===== src/rtl/csa_accumulator.sv =====
// Packet accumulator holding its running total in carry-save form (one 3:2 step per beat),
// resolved to binary by a K-bit-per-cycle carry-propagate pass before being presented downstream.
module csa_accumulator #(
    parameter int n = 8,
    parameter int W = 12,
    parameter int K = 4
) (
    input  logic         clk,
    input  logic         rst_n,
    input  logic         in_valid_i,
    output logic         in_ready_o,
    input  logic [n-1:0] in_data_i,
    input  logic         in_last_i,
    output logic         out_valid_o,
    input  logic         out_ready_i,
    output logic [W-1:0] out_data_o,
    output logic [7:0]   out_count_o
);

    localparam int NCHUNK = W / K;
    localparam int CW     = (NCHUNK > 1) ? $clog2(NCHUNK) : 1;
    localparam logic [CW-1:0] LAST_CHUNK = CW'(NCHUNK - 1);

    typedef enum logic [1:0] {
        ST_ACCUM   = 2'd0,
        ST_RESOLVE = 2'd1,
        ST_OUTPUT  = 2'd2
    } state_e;

    state_e          state_q, state_d;
    logic [W-1:0]    s_q, s_d;
    logic [W-1:0]    c_q, c_d;
    logic [W-1:0]    out_data_q, out_data_d;
    logic [7:0]      out_count_q, out_count_d;
    logic [7:0]      beat_cnt_q, beat_cnt_d;
    logic [CW-1:0]   chunk_q, chunk_d;
    logic            cin_q, cin_d;

    logic [W-1:0]    x_s;
    logic [W-1:0]    maj_s;
    logic [K-1:0]    s_chunk_s;
    logic [K-1:0]    c_chunk_s;
    logic [K:0]      chunk_sum_s;

    assign x_s   = W'(in_data_i);
    assign maj_s = (s_q & x_s) | (x_s & c_q) | (c_q & s_q);

    assign in_ready_o  = (state_q == ST_ACCUM);
    assign out_valid_o = (state_q == ST_OUTPUT);
    assign out_data_o  = out_data_q;
    assign out_count_o = out_count_q;

    // Pick the current K-bit slice of the redundant pair and add it with the carried-in bit.
    always_comb begin
        s_chunk_s = '0;
        c_chunk_s = '0;
        for (int i = 0; i < NCHUNK; i++) begin
            if (chunk_q == CW'(i)) begin
                s_chunk_s = s_q[i*K +: K];
                c_chunk_s = c_q[i*K +: K];
            end else begin
                s_chunk_s = s_chunk_s;
                c_chunk_s = c_chunk_s;
            end
        end
        chunk_sum_s = {1'b0, s_chunk_s} + {1'b0, c_chunk_s} + {{K{1'b0}}, cin_q};
    end

    // Next-state and datapath update for the accumulate / resolve / output sequence.
    always_comb begin
        state_d     = state_q;
        s_d         = s_q;
        c_d         = c_q;
        out_data_d  = out_data_q;
        out_count_d = out_count_q;
        beat_cnt_d  = beat_cnt_q;
        chunk_d     = chunk_q;
        cin_d       = cin_q;
        case (state_q)
            ST_ACCUM: begin
                if (in_valid_i) begin
                    s_d = s_q ^ x_s ^ c_q;
                    c_d = {maj_s[W-2:0], 1'b0};
                    if (beat_cnt_q != 8'hFF) begin
                        beat_cnt_d = beat_cnt_q + 8'd1;
                    end else begin
                        beat_cnt_d = beat_cnt_q;
                    end
                    if (in_last_i) begin
                        state_d = ST_RESOLVE;
                        chunk_d = '0;
                        cin_d   = 1'b0;
                    end else begin
                        state_d = ST_ACCUM;
                    end
                end else begin
                    state_d = ST_ACCUM;
                end
            end
            ST_RESOLVE: begin
                for (int i = 0; i < NCHUNK; i++) begin
                    if (chunk_q == CW'(i)) begin
                        out_data_d[i*K +: K] = chunk_sum_s[K-1:0];
                    end else begin
                        out_data_d[i*K +: K] = out_data_q[i*K +: K];
                    end
                end
                cin_d = chunk_sum_s[K];
                if (chunk_q == LAST_CHUNK) begin
                    // Final carry-out is dropped: the result wraps modulo 2^W.
                    state_d     = ST_OUTPUT;
                    out_count_d = beat_cnt_q;
                    chunk_d     = '0;
                end else begin
                    chunk_d = chunk_q + CW'(1);
                end
            end
            ST_OUTPUT: begin
                if (out_ready_i) begin
                    state_d    = ST_ACCUM;
                    s_d        = '0;
                    c_d        = '0;
                    beat_cnt_d = 8'd0;
                end else begin
                    state_d = ST_OUTPUT;
                end
            end
            default: begin
                state_d = ST_ACCUM;
            end
        endcase
    end

    // State and datapath registers.
    always_ff @(posedge clk or negedge rst_n) begin
        if (!rst_n) begin
            state_q     <= ST_ACCUM;
            s_q         <= '0;
            c_q         <= '0;
            out_data_q  <= '0;
            out_count_q <= 8'd0;
            beat_cnt_q  <= 8'd0;
            chunk_q     <= '0;
            cin_q       <= 1'b0;
        end else begin
            state_q     <= state_d;
            s_q         <= s_d;
            c_q         <= c_d;
            out_data_q  <= out_data_d;
            out_count_q <= out_count_d;
            beat_cnt_q  <= beat_cnt_d;
            chunk_q     <= chunk_d;
            cin_q       <= cin_d;
        end
    end

endmodule

===== config.mk =====
export PLATFORM = sky130hd
export DESIGN_NAME = csa_accumulator
export DESIGN_NICKNAME = d
export VERILOG_FILES = /design/src/rtl/csa_accumulator.sv
export SDC_FILE = /design/constraint.sdc
export NUM_CORES = 1
export LEC_CHECK = 0
export ABC_AREA = 1
export BUFFER_PORTS_ARGS = -buffer_cell sky130_fd_sc_hd__buf_2
export CELL_PAD_IN_SITES_DETAIL_PLACEMENT = 2
export CELL_PAD_IN_SITES_GLOBAL_PLACEMENT = 2
export CORE_AREA = 8 8 104 106
export DETAILED_ROUTE_END_ITERATION = 8
export DIE_AREA = 0 0 112 114
export PLACE_DENSITY_LB_ADDON = 0.1
export SYNTH_ARGS = -nofsm -noshare
export SYNTH_HDL_FRONTEND = slang
export SYNTH_SLANG_ARGS = --single-unit

===== constraint.sdc =====
create_clock -name clk -period 2.35 [get_ports clk]
set_clock_uncertainty 0.15 [all_clocks]
set_input_delay 0.47 -clock clk [delete_from_list [all_inputs] [get_ports clk]]
set_output_delay 0.47 -clock clk [all_outputs]
set_load 0.02 [all_outputs]

==> metrics.yaml <==
synth_seq_area_share_pct: 49.17
synth_top_area_cell: "dfrtp_1"
rows: 35
fin_area_sq_um: 3344
crit_chain: "inv_2 > nor2_2 > inv_2 > o221ai_2 > fa_2 > fa_2 > xor2_1 > nand2_1 > nand2_1"
placedCellCount: 460
ys_seq_elements: 56
clk_pin_slew_ns: 0.11
cts_buffers: 5
fmax_mhz: 448.7
critPathSlowestCell: "fa_2"
cp_data_required_time_ns: 2.47
worstSetupEndpointType: "register"
maxSlewHeadroom_pct: 52.74
core-area_sq_um: 9109
start_util_pct: 31.29
fill_cells: 1062
arrival_ns: 2.35
die_w_um: 112
clkSinkCount: 56
whs_ns: 0.2580
pin_count: 35
fin_ws_ns: 0.1212
post-route-min-period_ns: 2.229
synth_top_area_share_pct: 49.17
worst_ir_drop_vdd_uv: 456.9
p_leak_nw: 1.631
cp_max_fo: 6
wl_per_cell_um: 16.71
synth_common_cells: "nand2_1 (75), dfrtp_1 (56), nand3_1 (43), inv_1 (32), o21ai_0 (25)"
rrSetupSlack_ns: 0.12
drt_iter0_drc: 58
slew_violations: 0
htreeDepth: 2
drive_gt1_share_pct: 22.10
gp_congestion: 0.8246
drc: 0
clock_latency_ns: 0.33
synthArstFlopShare_pct: 100.0
critPathKind: "reg -> reg"
grt_use_total_pct: 13.16
hpwlAfterDp_um: 5879
timing.final.crit_share_pct: 94.84
die_h_um: 114
worstMarginPinSlew_ns: 0.7081
grt_max_degree: 57
vias: 2325
dieArea_sq_um: 12770
cts.path.max_buffers: 2
synth_flop_cell: "dfrtp_1"
io_buffers: 34
synth.area.top_cells: "dfrtp_1 (49%), nand2_1 (9.9%), nand3_1 (7.6%), fa_1 (6.3%), o21ai_0 (4.4%)"
antenna_left: 0
outcome: "finished clean"
viasPerCell: 4.915
syn-mean-instance-area_sq_um: 9.020
crit_family: "adder cells"
cap_viol_max_count: 0
path_buf_inv: 2
hold_viol_final: 0
totalWireLength_um: 7905
drt_pass1_iterations: 4
rsz0062_at_grt: "true"
synth_cell_types: 24
yosysWarningCount: 0
grt_pass1_vias: 2546
synth_edf_count: 0
diodes: 0
area_growth_pct: 17.34
dp_slack_ns: -0.01780
power_density_nw_per_um2: 1338
layout.nets: 391
antenna_found_initial: 0
syn_nets: 346
setup_violations: 0
placed_area_sq_um: 3187
grt_pass1_wl_um: 13380
worstSetupStartpointType: "register"
synth.most_common_cell: "nand2_1"
mappedNetlistArea_sq_um: 2850
max_stage_delay_ns: 0.43
grt-ovfl-total: 0
synthCells: 316
hp-class: "in -> reg"
cts_tree: "done"
stdcell_count: 473
root_buffer: "clkbuf_8"
==> cell type report <==
| class | instances | area (sq um) | area share [%] |
|---|---|---|---|
| multi-input combinational | 216 | 1297 | 38.80 |
| clock inverter | 3 | 23.77 | 0.7108 |
| sequential | 56 | 1401 | 41.90 |
| tap | 111 | 138.9 | 4.153 |
| timing repair buffer | 47 | 282.8 | 8.455 |
| clock buffer | 5 | 68.82 | 2.058 |
| inverter | 35 | 131.4 | 3.928 |
==> where the power goes <==
part	total [W]	leakage, nW	internal (W)	switching (W)
Clock	0.000572	0.0404	0.000213	0.000359
Sequential	0.00161	0.729	0.00132	0.000286
Combinational	0.00230	0.862	0.000804	0.00149
Total	0.00448	1.63	0.00234	0.00214
==> registers in the layout, indices dropped and copies added (netlist names) <==
signal	cells
beat_cnt_q	8
c_q	11
chunk_q	2
cin_q	1
out_count_o	8
out_data_o	12
s_q	12
state_q	2
==> stage by stage <==
stage                     total power [W]  setup TNS, ns  util [%]
after floorplan                  0.003094              0         -
after global placement           0.003831              0     34.99
after detailed placement         0.003890       -0.01780     34.99
after CTS                        0.004484              0     36.14
after global routing             0.004960       -0.05824     36.72
final                            0.004475              0     36.72
==> metal layers <==
layer	vias up	track usage [%]	part of all wire, %
met5	-	0	0
met4	0	3.417	1.5
met3	10	2.800	3.3
met2	30	22.70	50
met1	1167	16.37	45
li1	1118	-	-
==> kinds of logic (layout without fill, tap and decap cells) <==
group	after synthesis	after routing	synth area share [%]
AOI/OAI and AO/OA	58	58	11.90
xor gates and xnor gates	4	4	1.229
adders and majority gates	17	17	9.833
buffers and inverters	44	90	6.189
DFF	56	56	49.17
and+or+nand+nor	137	137	21.69
==> layout by cell type, fill, tap and decap left out, drive strengths merged <==
master / synthesis / routed
clkinvlp: 0 / 2
buf: 5 / 46
o21bai: 1 / 1
nand2: 79 / 79
fa: 9 / 9
ha: 8 / 8
clkinv: 0 / 1
inv: 35 / 35
o21ai: 41 / 41
o22ai: 1 / 1
a21oi: 11 / 11
dfrtp: 56 / 56
nand3: 43 / 43
xor2: 4 / 4
clkbuf: 4 / 5
nor2: 15 / 15
dlygate4sd3: 0 / 1
o221ai: 4 / 4
==> path summary, 6_finish.rpt <==
path	from	endpoint	depth (start not counted)
setup / recovery	chunk_q[1]$_DFFE_PN0P_	out_data_o[2]$_DFFE_PN0P_	9
hold / removal	out_ready_i	state_q[1]$_DFFE_PN0P_	2
setup reg to reg	chunk_q[1]$_DFFE_PN0P_	out_data_o[2]$_DFFE_PN0P_	9
hold reg to reg	out_data_o[2]$_DFFE_PN0P_	out_data_o[2]$_DFFE_PN0P_	2
max in group asynchronous	rst_n	c_q[11]$_DFFE_PN0P_	3
min in group asynchronous	rst_n	out_count_o[0]$_DFFE_PN0P_	3
==> what timing repair did <==
action / CTS / global route
resized for setup: 1 / 8
buffers inserted: 0 / 4
hold buffers: 1 / 0
endpoints found under the hold margin: 22 / 0
setup endpoints to repair: 1 / 8
pin swaps: 0 / 3
(Power assumes the default switching activity.)
